### config.mk
export PLATFORM = sky130hd
export DESIGN_NAME = if_fetch_stage_flat
export DESIGN_NICKNAME = d
export VERILOG_FILES = /design/src/rtl/if_fetch_stage_if.sv /design/src/rtl/if_fetch_stage.sv /design/src/flat_wrapper.sv
export SDC_FILE = /design/constraint.sdc
export NUM_CORES = 1
export LEC_CHECK = 0
export ABC_AREA = 1
export ABC_CLOCK_PERIOD_IN_PS = 5300
export BUFFER_PORTS_ARGS = -buffer_cell sky130_fd_sc_hd__clkbuf_2
export CORE_MARGIN = 2
export CORE_UTILIZATION = 40
export DETAILED_ROUTE_END_ITERATION = 7
export GPL_TIMING_DRIVEN = 0
export PLACE_DENSITY = 0.75
export SETUP_SLACK_MARGIN = 0.4
export SLEW_MARGIN = 10
export SYNTH_ARGS = -nofsm -noshare
export SYNTH_HDL_FRONTEND = slang
export SYNTH_SLANG_ARGS = --single-unit
### constraint.sdc
create_clock -name clk_i -period 5.3 [get_ports clk_i]
set_input_delay 1.06 -clock clk_i [delete_from_list [all_inputs] [get_ports clk_i]]
set_output_delay 1.06 -clock clk_i [all_outputs]
set_load 0.01 [all_outputs]
### src/rtl/if_fetch_stage_if.sv
// Bundle of the fetch stage's control inputs, instruction-memory bus and IF/ID outputs.
// The DUT connects through the master modport; the environment uses slave.
interface if_fetch_stage_if #(
  parameter int CNT_W = 32
);
  logic [31:0]      start_pc;
  logic             stall;
  logic             flush;
  logic             redirect_vld;
  logic [31:0]      redirect_pc;
  logic [31:0]      imem_addr;
  logic [31:0]      imem_rdata;
  logic [31:0]      pc;
  logic [31:0]      ifid_instr;
  logic [31:0]      ifid_pc4;
  logic             ifid_valid;
  logic             misalign_err;
  logic [CNT_W-1:0] fetch_count;

  modport master (
    input  start_pc, stall, flush, redirect_vld, redirect_pc, imem_rdata,
    output imem_addr, pc, ifid_instr, ifid_pc4, ifid_valid, misalign_err, fetch_count
  );

  modport slave (
    output start_pc, stall, flush, redirect_vld, redirect_pc, imem_rdata,
    input  imem_addr, pc, ifid_instr, ifid_pc4, ifid_valid, misalign_err, fetch_count
  );
endinterface

### src/rtl/if_fetch_stage.sv
// MIPS instruction-fetch stage: program counter, IF/ID register, stall/flush/redirect handling,
// a sticky misalignment flag and a count of instructions accepted into IF/ID.
module if_fetch_stage #(
  parameter logic [31:0] NOP_INSTR = 32'h0000_0000,
  parameter int          CNT_W     = 32
) (
  input logic            clk_i,
  input logic            rst_i,
  if_fetch_stage_if.master bus
);
  logic [31:0]      pc_q, pc_d;
  logic [31:0]      instr_q, instr_d;
  logic [31:0]      pc4_q, pc4_d;
  logic             valid_q, valid_d;
  logic             mis_q, mis_d;
  logic [CNT_W-1:0] cnt_q, cnt_d;
  logic [31:0]      pc_plus4;

  assign pc_plus4 = pc_q + 32'd4;

  always_comb begin
    pc_d    = pc_q;
    instr_d = instr_q;
    pc4_d   = pc4_q;
    valid_d = valid_q;
    mis_d   = mis_q;
    cnt_d   = cnt_q;
    if (bus.redirect_vld) begin
      // Redirect squashes IF/ID even when stalled; the wrong-path word is dropped.
      pc_d    = {bus.redirect_pc[31:2], 2'b00};
      instr_d = NOP_INSTR;
      pc4_d   = '0;
      valid_d = 1'b0;
      if (bus.redirect_pc[1:0] != 2'b00) mis_d = 1'b1;
    end else if (bus.stall) begin
      if (bus.flush) begin
        instr_d = NOP_INSTR;
        pc4_d   = '0;
        valid_d = 1'b0;
      end
    end else if (bus.flush) begin
      pc_d    = pc_plus4;
      instr_d = NOP_INSTR;
      pc4_d   = '0;
      valid_d = 1'b0;
    end else begin
      pc_d    = pc_plus4;
      instr_d = bus.imem_rdata;
      pc4_d   = pc_plus4;
      valid_d = 1'b1;
      cnt_d   = cnt_q + 1'b1;
    end
  end

  always_ff @(posedge clk_i) begin
    if (rst_i) begin
      pc_q    <= {bus.start_pc[31:2], 2'b00};
      instr_q <= NOP_INSTR;
      pc4_q   <= '0;
      valid_q <= 1'b0;
      mis_q   <= (bus.start_pc[1:0] != 2'b00);
      cnt_q   <= '0;
    end else begin
      pc_q    <= pc_d;
      instr_q <= instr_d;
      pc4_q   <= pc4_d;
      valid_q <= valid_d;
      mis_q   <= mis_d;
      cnt_q   <= cnt_d;
    end
  end

  assign bus.imem_addr    = pc_q;
  assign bus.pc           = pc_q;
  assign bus.ifid_instr   = instr_q;
  assign bus.ifid_pc4     = pc4_q;
  assign bus.ifid_valid   = valid_q;
  assign bus.misalign_err = mis_q;
  assign bus.fetch_count  = cnt_q;
endmodule
### src/flat_wrapper.sv
// flat-port wrapper written by rule: the top's interface ports become plain ports
module if_fetch_stage_flat 
#(
  parameter logic [31:0] NOP_INSTR = 32'h0000_0000,
  parameter int          CNT_W     = 32
)
  (clk_i, rst_i, bus_start_pc, bus_stall, bus_flush, bus_redirect_vld, bus_redirect_pc, bus_imem_rdata, bus_imem_addr, bus_pc, bus_ifid_instr, bus_ifid_pc4, bus_ifid_valid, bus_misalign_err, bus_fetch_count);
  if_fetch_stage_if #(.CNT_W(CNT_W)) bus_i ();
  input logic clk_i;
  input logic rst_i;
  input wire logic [$bits(bus_i.start_pc)-1:0] bus_start_pc;
  input wire logic [$bits(bus_i.stall)-1:0] bus_stall;
  input wire logic [$bits(bus_i.flush)-1:0] bus_flush;
  input wire logic [$bits(bus_i.redirect_vld)-1:0] bus_redirect_vld;
  input wire logic [$bits(bus_i.redirect_pc)-1:0] bus_redirect_pc;
  input wire logic [$bits(bus_i.imem_rdata)-1:0] bus_imem_rdata;
  output wire logic [$bits(bus_i.imem_addr)-1:0] bus_imem_addr;
  output wire logic [$bits(bus_i.pc)-1:0] bus_pc;
  output wire logic [$bits(bus_i.ifid_instr)-1:0] bus_ifid_instr;
  output wire logic [$bits(bus_i.ifid_pc4)-1:0] bus_ifid_pc4;
  output wire logic [$bits(bus_i.ifid_valid)-1:0] bus_ifid_valid;
  output wire logic [$bits(bus_i.misalign_err)-1:0] bus_misalign_err;
  output wire logic [$bits(bus_i.fetch_count)-1:0] bus_fetch_count;
  assign bus_i.start_pc = bus_start_pc;
  assign bus_i.stall = bus_stall;
  assign bus_i.flush = bus_flush;
  assign bus_i.redirect_vld = bus_redirect_vld;
  assign bus_i.redirect_pc = bus_redirect_pc;
  assign bus_i.imem_rdata = bus_imem_rdata;
  assign bus_imem_addr = bus_i.imem_addr;
  assign bus_pc = bus_i.pc;
  assign bus_ifid_instr = bus_i.ifid_instr;
  assign bus_ifid_pc4 = bus_i.ifid_pc4;
  assign bus_ifid_valid = bus_i.ifid_valid;
  assign bus_misalign_err = bus_i.misalign_err;
  assign bus_fetch_count = bus_i.fetch_count;
  if_fetch_stage #(.NOP_INSTR(NOP_INSTR), .CNT_W(CNT_W)) u_core (.clk_i(clk_i), .rst_i(rst_i), .bus(bus_i));
endmodule
==> results of run 1 <==
## layout by cell type (no fill, tap or decap), types with 3 or more instances in the layout
master | Yosys | layout
sky130_fd_sc_hd__o21ai_0 | 40 | 40
sky130_fd_sc_hd__xor2_1 | 12 | 12
sky130_fd_sc_hd__edfxtp_1 | 31 | 31
sky130_fd_sc_hd__inv_1 | 46 | 46
sky130_fd_sc_hd__inv_2 | 3 | 3
sky130_fd_sc_hd__buf_4 | 36 | 36
sky130_fd_sc_hd__nand3b_1 | 6 | 6
sky130_fd_sc_hd__nand2_1 | 307 | 306
sky130_fd_sc_hd__buf_1 | 4 | 4
sky130_fd_sc_hd__clkbuf_2 | 0 | 255
sky130_fd_sc_hd__nor2_1 | 129 | 129
sky130_fd_sc_hd__bufinv_16 | 0 | 3
sky130_fd_sc_hd__nand3_1 | 32 | 32
sky130_fd_sc_hd__clkbuf_1 | 29 | 31
sky130_fd_sc_hd__nor2_4 | 5 | 5
sky130_fd_sc_hd__xnor2_1 | 3 | 3
sky130_fd_sc_hd__conb_1 | 1 | 6
sky130_fd_sc_hd__nor3_1 | 9 | 9
sky130_fd_sc_hd__nand4_1 | 5 | 5
sky130_fd_sc_hd__a21oi_1 | 100 | 100
sky130_fd_sc_hd__clkbuf_16 | 0 | 18
sky130_fd_sc_hd__nor2_2 | 6 | 6
sky130_fd_sc_hd__dfxtp_1 | 95 | 95
## synth_stat cells, drive strengths merged
| cell type | number |
|---|---|
| a21oi | 100 |
| a31oi | 1 |
| and2 | 2 |
| buf | 41 |
| clkbuf | 29 |
| clkinv | 1 |
| conb | 1 |
| dfxtp | 95 |
| edfxtp | 31 |
| ha | 2 |
| inv | 49 |
| nand2 | 309 |
| nand3 | 32 |
| nand3b | 6 |
| nand4 | 7 |
| nor2 | 140 |
| nor3 | 9 |
| nor3b | 2 |
| nor4 | 1 |
| o21ai | 40 |
| o21bai | 1 |
| xnor2 | 3 |
| xor2 | 12 |
## flip-flops by register name, summed over array words and instances (netlist names)
signal / count
u_core.bus.fetch_count: 32
u_core.bus.ifid_instr: 32
u_core.bus.ifid_pc4: 30
u_core.bus.ifid_valid: 1
u_core.bus.imem_addr: 30
u_core.bus.misalign_err: 1
## tightest hold or removal path, cell delays in order, from the launching register on
cell and delay (ps):
sky130_fd_sc_hd__dfxtp_1 310, sky130_fd_sc_hd__nand2_1 60, sky130_fd_sc_hd__a21oi_1 50
## where the power goes
part	internal, mW	switching, mW	total, mW
combinational	0.150	0.204	0.354
sequential	1.03	0.0509	1.08
clock	0.790	0.432	1.22
total	1.97	0.687	2.66
## kinds of logic (layout without fill, tap and decap cells)
| group | Yosys count | after routing | synth area share |
|---|---|---|---|
| XOR/XNOR | 15 | 15 | 0.0206 |
| other | 1 | 7 | 0.000587 |
| adder cells (fa/ha/maj) | 2 | 2 | 0.00391 |
| buffers and inverters | 120 | 406 | 0.0918 |
| flip-flops | 126 | 126 | 0.443 |
| AO/OA/AOI/OAI | 142 | 142 | 0.112 |
| AND/OR/NAND/NOR | 508 | 508 | 0.328 |
## per-stage QoR
step	util	cell area, um2	std cells	power, mW	setup WS (ps)
floorplan	-	6410	919	1.29	2810
global placement	0.505	7960	1390	1.45	1940
detailed placement	0.505	7960	1390	1.45	2370
CTS	0.544	8570	1421	2.67	2820
global route	0.544	8580	1422	2.77	2740
finish	0.544	8580	1422	2.66	2830
## cell type report
| type | instances | area, um2 |
|---|---|---|
| diodes | 1 | 2.50 |
| fillers | 1572 | 7190 |
| inverters | 50 | 188 |
| well taps | 216 | 270 |
| multi-input cells | 673 | 2990 |
| clock buffers | 22 | 485 |
| flip-flops and latches | 126 | 2830 |
| repair buffers | 255 | 1280 |
| clock inverters | 9 | 130 |
| plain buffers | 70 | 399 |
## worst max path at each step
stage | from | to | slack (ps) | depth (start not counted)
after global placement | bus_redirect_vld | u_core.bus.imem_addr[11]$_DFFE_PP_ | 1940 | 4
after CTS | bus_redirect_vld | u_core.bus.imem_addr[19]$_DFFE_PP_ | 2820 | 4
after global routing | bus_redirect_vld | u_core.bus.imem_addr[22]$_DFFE_PP_ | 2740 | 4
final | bus_redirect_vld | u_core.bus.imem_addr[22]$_DFFE_PP_ | 2830 | 4
after floorplan | bus_redirect_vld | u_core.bus.imem_addr[10]$_DFFE_PP_ | 2810 | 3
after detailed placement | bus_redirect_vld | u_core.bus.imem_addr[20]$_DFFE_PP_ | 2370 | 4
## metal layers
layer	up-vias	part of all wire	track usage	wire (um)
met2	263	0.48	0.399	10000
met3	29	0.071	0.0574	1490
li1	3455	-	-	-
met5	-	0	0	0
met1	3045	0.43	0.303	8960
met4	0	0.020	0.0845	416
==> run_results.csv, run 1 <==
group,metric,value,unit
pwr,cellPowerDensity,310,mW/mm2
global_routing,vias_in_the_first_global_route,6039,
clock_network,tritoncts,"built",
clock_network,clkLatencyLatePin,420,ps
global_routing,antenna_found_initial,1,
sta,whs,459,ps
setup_path,reg2reg_to,"u_core.bus.imem_addr[22]$_DFFE_PP_",
clock_network,cts-htree-levels,4,
cells_and_area,nets,1296,
drt,drt-initial-drc-count,417,
clock_network,cts_root_buf,"sky130_fd_sc_hd__clkbuf_16",
global_routing,global_route.overflow_total,0,
setup_path,critical_path.top_delay_family,"simple AND/OR/NAND/NOR gates",
clock_network,ctsResizeCount,0,
outcome,run_status,"finished clean",
synth,yosysTopAreaCell,"sky130_fd_sc_hd__dfxtp_1",
sta,setup_viol,0,
sta,finClkSkew,9.60,ps
setup_path,reg2reg_slack,3250,ps
synth,unique_cell_type_count_in_the_yosys_netlist,32,
sta,grt_setup_unrepaired,"false",
synth,synth_sequential_area_ratio,0.443,
floorplan,initial_core_util,0.405,
setup_path,timing.critical_path.fanout_max,30,
global_routing,grt.total_usage,0.239,
worst_hold_path,min-delay-start,"u_core.bus.ifid_instr[4]$_SDFFE_PP0P_",
worst_hold_path,min_path_cells,2,
global_routing,grt_max_degree,31,
placement,port_buffers,255,
setup_path,worst_path_slowest_cell,"sky130_fd_sc_hd__nand2_2",
floorplan,core_area,0.0158,mm2
sta,timing_max_transition_violations_final,0,
clock_network,count_of_hold_buffers_inserted_by_post_cts_repair,0,
pwr,total_leakage_power,3.89,nW
setup_path,worstPathRequired,5340,ps
synth,netlist_instances,914,
synth,yosys.area.top_type_share,0.298,
pwr,max_ir_drop_vdd,0.213,mV
setup_path,critical_path.reg2reg.startpoint,"u_core.bus.imem_addr[2]$_DFFE_PP_",
setup_path,crit_path_end_kind,"register",
clock_network,clkSinkCount,126,
placement,detailedPlacementHpwl,15.9,mm
sta,fin_crit,2470,ps
synth,cell_area_after_synthesis,0.00639,mm2
cells_and_area,areaGrowthSynthToFinish,34.2,%
placement,gp_congestion,0.897,
drt,remaining_drc_errors,0,
synth,synth.ff_latch_count,126,
sta,min_period_over_period,0.466,
drt,route.detailed.vias_per_inst,4.78,
cells_and_area,fraction_of_layout_instances_using_a_drive_strength_above_1,0.282,
sta,tightest_slew,819,ps
synth,synth.top_cells.by_area,"sky130_fd_sc_hd__dfxtp_1, sky130_fd_sc_hd__nand2_1, sky130_fd_sc_hd__edfxtp_1, sky130_fd_sc_hd__a21oi_1, sky130_fd_sc_hd__nor2_1",
setup_path,critical-path-max-stage-delay,650,ps
floorplan,die_y,130,um
worst_hold_path,worstHoldEndpoint,"u_core.bus.ifid_instr[4]$_SDFFE_PP0P_",
sta,max_freq,405,MHz
floorplan,std_cell_rows,46,
drt,routed-via-count,6792,
drt,ant_nets,0,
clock_network,cts_post_setup_buffers_inserted,0,
sta,finalHoldViolations,0,
sta,fin_tns_setup,0,ps
synth,syn_avg_cell_area,6.99,um2
floorplan,dieArea,0.0170,mm2
setup_path,setup_cp_type,"input pin to register",
setup_path,critical_path.cell_chain,"clkbuf_2 -> clkbuf_1 -> nor2_1 -> nand2_2",
drt,wire_per_inst,14.7,um
clock_network,cts-root-to-sink-buffers,2,
setup_path,crit_buf_inv,2,
synth,synth-warning-count,0,
setup_path,startpoint_type,"input pin",
floorplan,dieWidth,130,um
global_routing,grt_pass1_wl,31.0,mm
setup_path,cp_data_arrival_time,2520,ps
drt,wirelength,20.9,mm
worst_hold_path,min_path_type,"register to register",
clock_network,cts-buffers-inserted,17,
drt,detail_route.first_pass.iterations,5,
clock_network,cts.reportedPaths.clkPinSlew,60,ps
floorplan,design.portCount,263,
run,drv.max_cap_violation_count,0,
setup_path,reg2regPathDepth,10,
sta,slew-limit-headroom,0.452,
(Power assumes the default switching activity.)
==> inputs of run 2 (changes only) <==
--- a/config.mk
+++ b/config.mk
@@ -5,14 +5,14 @@
 export SDC_FILE = /design/constraint.sdc
 export NUM_CORES = 1
 export LEC_CHECK = 0
-export ABC_AREA = 1
-export ABC_CLOCK_PERIOD_IN_PS = 5300
+export ABC_AREA = 0
+export ABC_CLOCK_PERIOD_IN_PS = 2000
 export BUFFER_PORTS_ARGS = -buffer_cell sky130_fd_sc_hd__clkbuf_2
 export CORE_MARGIN = 2
 export CORE_UTILIZATION = 40
 export DETAILED_ROUTE_END_ITERATION = 7
 export GPL_TIMING_DRIVEN = 0
-export PLACE_DENSITY = 0.75
+export PLACE_DENSITY = 0.79
 export SETUP_SLACK_MARGIN = 0.4
 export SLEW_MARGIN = 10
 export SYNTH_ARGS = -nofsm -noshare
==> constraint.sdc (replaced) <==
create_clock -name clk_i -period 2 [get_ports clk_i]
set_input_delay 0.4 -clock clk_i [delete_from_list [all_inputs] [get_ports clk_i]]
set_output_delay 0.4 -clock clk_i [all_outputs]
set_load 0.01 [all_outputs]
==> run_results.csv, run 2 <==
group,metric,value,unit
setup_path,crit_buf_inv,0,
placement,dpl.cell_count,1092,
pwr,cellPowerDensity,723,mW/mm2
global_routing,grt_pass1_wl,31.9,mm
synth,synth-main-ff-cell,"sky130_fd_sc_hd__dfxtp_1",
global_routing,grt_max_degree,31,
sta,setup_viol,1,
synth,synth_edf_count,31,
clock_network,cts-buffers-inserted,17,
clock_network,cts-htree-levels,4,
clock_network,cts_root_buf,"sky130_fd_sc_hd__clkbuf_16",
drt,drt-initial-drc-count,578,
drt,route.top_layer_used,"met4",
clock_network,cts.reportedPaths.clkPinSlew,60,ps
synth,cell_area_after_synthesis,0.00600,mm2
drt,detail_route.first_pass.iterations,6,
synth,synth-warning-count,0,
run,drv.max_cap_violation_count,0,
setup_path,startpoint_type,"register",
cells_and_area,layout_commonest_cell,"sky130_fd_sc_hd__clkbuf_2",
global_routing,grt.total_usage,0.253,
synth,ys_async_sr_fraction,0,
floorplan,core_area,0.0146,mm2
clock_network,count_of_hold_buffers_inserted_by_post_cts_repair,0,
drt,remaining_drc_errors,0,
pwr,max_ir_drop_vdd,0.564,mV
floorplan,dieArea,0.0160,mm2
cells_and_area,nFillCells,1088,
pwr,power,7.12,mW
sta,whs,209,ps
global_routing,vias_in_the_first_global_route,6165,
clock_network,clkSinkCount,126,
sta,tightest_slew,649,ps
setup_path,reg2reg_slack,-60,ps
drt,route.detailed.vias_per_inst,5.28,
floorplan,design.portCount,263,
drt,met2_length,11.5,mm
drt,met3WireLength,2.09,mm
cells_and_area,areaGrowthSynthToFinish,64.1,%
worst_hold_path,min_path_type,"input pin to register",
drt,wire_per_inst,18.4,um
synth,unique_cell_type_count_in_the_yosys_netlist,48,
synth,synth.top_cells.by_area,"sky130_fd_sc_hd__dfxtp_1, sky130_fd_sc_hd__edfxtp_1, sky130_fd_sc_hd__mux2i_1, sky130_fd_sc_hd__xor2_1, sky130_fd_sc_hd__nor2_1",
setup_path,reg2reg_to,"u_core.bus.imem_addr[21]$_DFFE_PP_",
setup_path,cp_data_arrival_time,2220,ps
floorplan,dieWidth,126,um
pwr,total_leakage_power,4.67,nW
drt,wirelength,22.8,mm
setup_path,critical_path.top_delay_family,"compound AO/OA/AOI/OAI gates",
global_routing,antenna_found_initial,0,
drt,routed-via-count,6548,
setup_path,timing.critical_path.fanout_max,4,
synth,post-synth-top-count-cell,"sky130_fd_sc_hd__dfxtp_1",
placement,detailedPlacementHpwl,14.3,mm
worst_hold_path,min_path_cells,3,
setup_path,crit_cells,5,
floorplan,std_cell_rows,44,
synth,yosysTopAreaCell,"sky130_fd_sc_hd__dfxtp_1",
sta,finClkSkew,10.2,ps
drt,met1_length,8.50,mm
sta,grt_setup_unrepaired,"true",
setup_path,worst_path_slowest_cell,"sky130_fd_sc_hd__edfxtp_1",
cells_and_area,finalNonFillerCells,1239,
placement,gp_congestion,0.856,
synth,synth_sequential_area_ratio,0.472,
cells_and_area,final_cell_mix,"sky130_fd_sc_hd__clkbuf_2, sky130_fd_sc_hd__buf_4, sky130_fd_sc_hd__nor2_1",
synth,synth.ff_latch_count,126,
sta,max_freq,485,MHz
clock_network,cts-root-to-sink-buffers,2,
synth,yosys.area.top_type_share,0.317,
clock_network,tritoncts,"built",
cells_and_area,num_antenna_cells,0,
worst_hold_path,worstHoldEndpoint,"u_core.bus.ifid_instr[10]$_SDFFE_PP0P_",
sta,slew-limit-headroom,0.567,
setup_path,reg2regPathDepth,5,
setup_path,critical_path.reg2reg.startpoint,"u_core.bus.imem_addr[11]$_DFFE_PP_",
synth,synth.top_cells.by_count,"sky130_fd_sc_hd__dfxtp_1, sky130_fd_sc_hd__nor2_1, sky130_fd_sc_hd__mux2i_1",
setup_path,crit_path_end_kind,"register",
drt,ant_nets,0,
synth,netlist_instances,647,
sta,timing_max_transition_violations_final,0,
sta,min_period_over_period,1.03,
outcome,violations,"negative setup slack",
clock_network,clkLatencyLatePin,420,ps
setup_path,setup_cp_type,"register to register",
cells_and_area,nets,1146,
setup_path,critical-path-max-stage-delay,470,ps
floorplan,initial_core_util,0.411,
synth,syn_avg_cell_area,9.27,um2
sta,setup_slack,-59.8,ps
sta,fin_crit,2060,ps
placement,port_buffers,256,
worst_hold_path,min-delay-start,"bus_imem_rdata[10]",
global_routing,global_route.overflow_total,0,
setup_path,worstPathRequired,2160,ps
sta,finalHoldViolations,0,
cells_and_area,fraction_of_layout_instances_using_a_drive_strength_above_1,0.512,
outcome,run_status,"complete, but fails checks",
setup_path,critical_path.cell_chain,"nand3_1 -> nor2_1 -> a31oi_1 -> a41o_1 -> a221o_1",
floorplan,die_y,126,um
==> run 2: cell types whose count changed after synthesis, moves of 11 or more <==
cell,delta
sky130_fd_sc_hd__inv_1,-39
sky130_fd_sc_hd__mux2i_1,+49
sky130_fd_sc_hd__nor2_1,-40
sky130_fd_sc_hd__xor2_1,+28
sky130_fd_sc_hd__nand4_1,+19
sky130_fd_sc_hd__a21oi_1,-74
sky130_fd_sc_hd__nand2_1,-261
sky130_fd_sc_hd__a22oi_1,+11
==> run 2: layout make-up <==
type,count,area (um2),share of cell area
Multi-Input combinational cell,448,3190,0.324
Clock buffer,24,482,0.0489
Sequential cell,126,2880,0.293
Clock inverter,7,37.5,0.00381
Buffer,70,513,0.0521
Inverter,8,30.0,0.00305
Tap cell,184,230,0.0234
Timing Repair Buffer,372,2480,0.252
==> run 2: worst register-to-register path, stage by stage (launching register included) <==
cell and delay [ps]:
sky130_fd_sc_hd__edfxtp_1 470, sky130_fd_sc_hd__nand3_1 220, sky130_fd_sc_hd__nor2_1 390, sky130_fd_sc_hd__a31oi_1 190, sky130_fd_sc_hd__a41o_1 270, sky130_fd_sc_hd__a221o_1 280
==> run 2: timing repair <==
| action | CTS | global route |
|---|---|---|
| buffers inserted | 67 | 48 |
| cloned | 0 | 1 |
| endpoints found under the setup margin | 170 | 136 |
| resized for setup | 67 | 150 |
| pin swaps | 18 | 56 |
==> run 2: logic make-up (layout without fill, tap and decap cells) <==
kind of cell             after synthesis  after routing  share of synthesized area
AND/OR/NAND/NOR                      243            243                      0.201
AO/OA/AOI/OAI                         95             95                     0.0912
XOR/XNOR                              52             52                     0.0759
adder cells (fa/ha/maj)                2              2                    0.00417
other                                  1              6                   0.000625
buffers and inverters                 78            481                     0.0714
flip-flops                           126            126                      0.472
multiplexers                          50             50                     0.0837
==> run 2: metrics by stage <==
step	TNS (ps)	worst slack [ps]	util	cell area (um2)
floorplan	0	147	-	6170
global placement	-24750	-441	0.526	7680
detailed placement	-25600	-441	0.526	7680
CTS	0	120	0.614	8950
global route	-176	-85.7	0.675	9840
finish	-59.8	-59.8	0.675	9840
==> run 2: how the worst max path moves through the flow <==
| stage | startpoint | endpoint | slack, ps |
|---|---|---|---|
| 2_1_floorplan | u_core.bus.imem_addr[2]$_DFFE_PP_ | u_core.bus.imem_addr[20]$_DFFE_PP_ | 150 |
| 3_3_place_gp | bus_redirect_vld | u_core.bus.imem_addr[11]$_DFFE_PP_ | -440 |
| 3_5_place_dp | bus_redirect_vld | u_core.bus.imem_addr[11]$_DFFE_PP_ | -440 |
| 5_1_grt | u_core.bus.imem_addr[11]$_DFFE_PP_ | u_core.bus.imem_addr[21]$_DFFE_PP_ | -90 |
| 4_1_cts | u_core.bus.imem_addr[2]$_DFFE_PP_ | u_core.bus.imem_addr[19]$_DFFE_PP_ | 120 |
| 6_report | u_core.bus.imem_addr[11]$_DFFE_PP_ | u_core.bus.imem_addr[21]$_DFFE_PP_ | -60 |
==> run 2: report_power, final <==
part / total (mW) / switching [mW] / internal (mW)
Combinational: 1.51 / 0.713 / 0.801
Clock: 2.77 / 1.11 / 1.66
Sequential: 2.83 / 0.115 / 2.72
==> run 2: layer usage <==
layer | up-vias | global-route usage
li1 | 3024 | -
met1 | 3102 | 0.295
met2 | 374 | 0.434
met3 | 48 | 0.0721
met4 | 0 | 0.109
met5 | - | 0
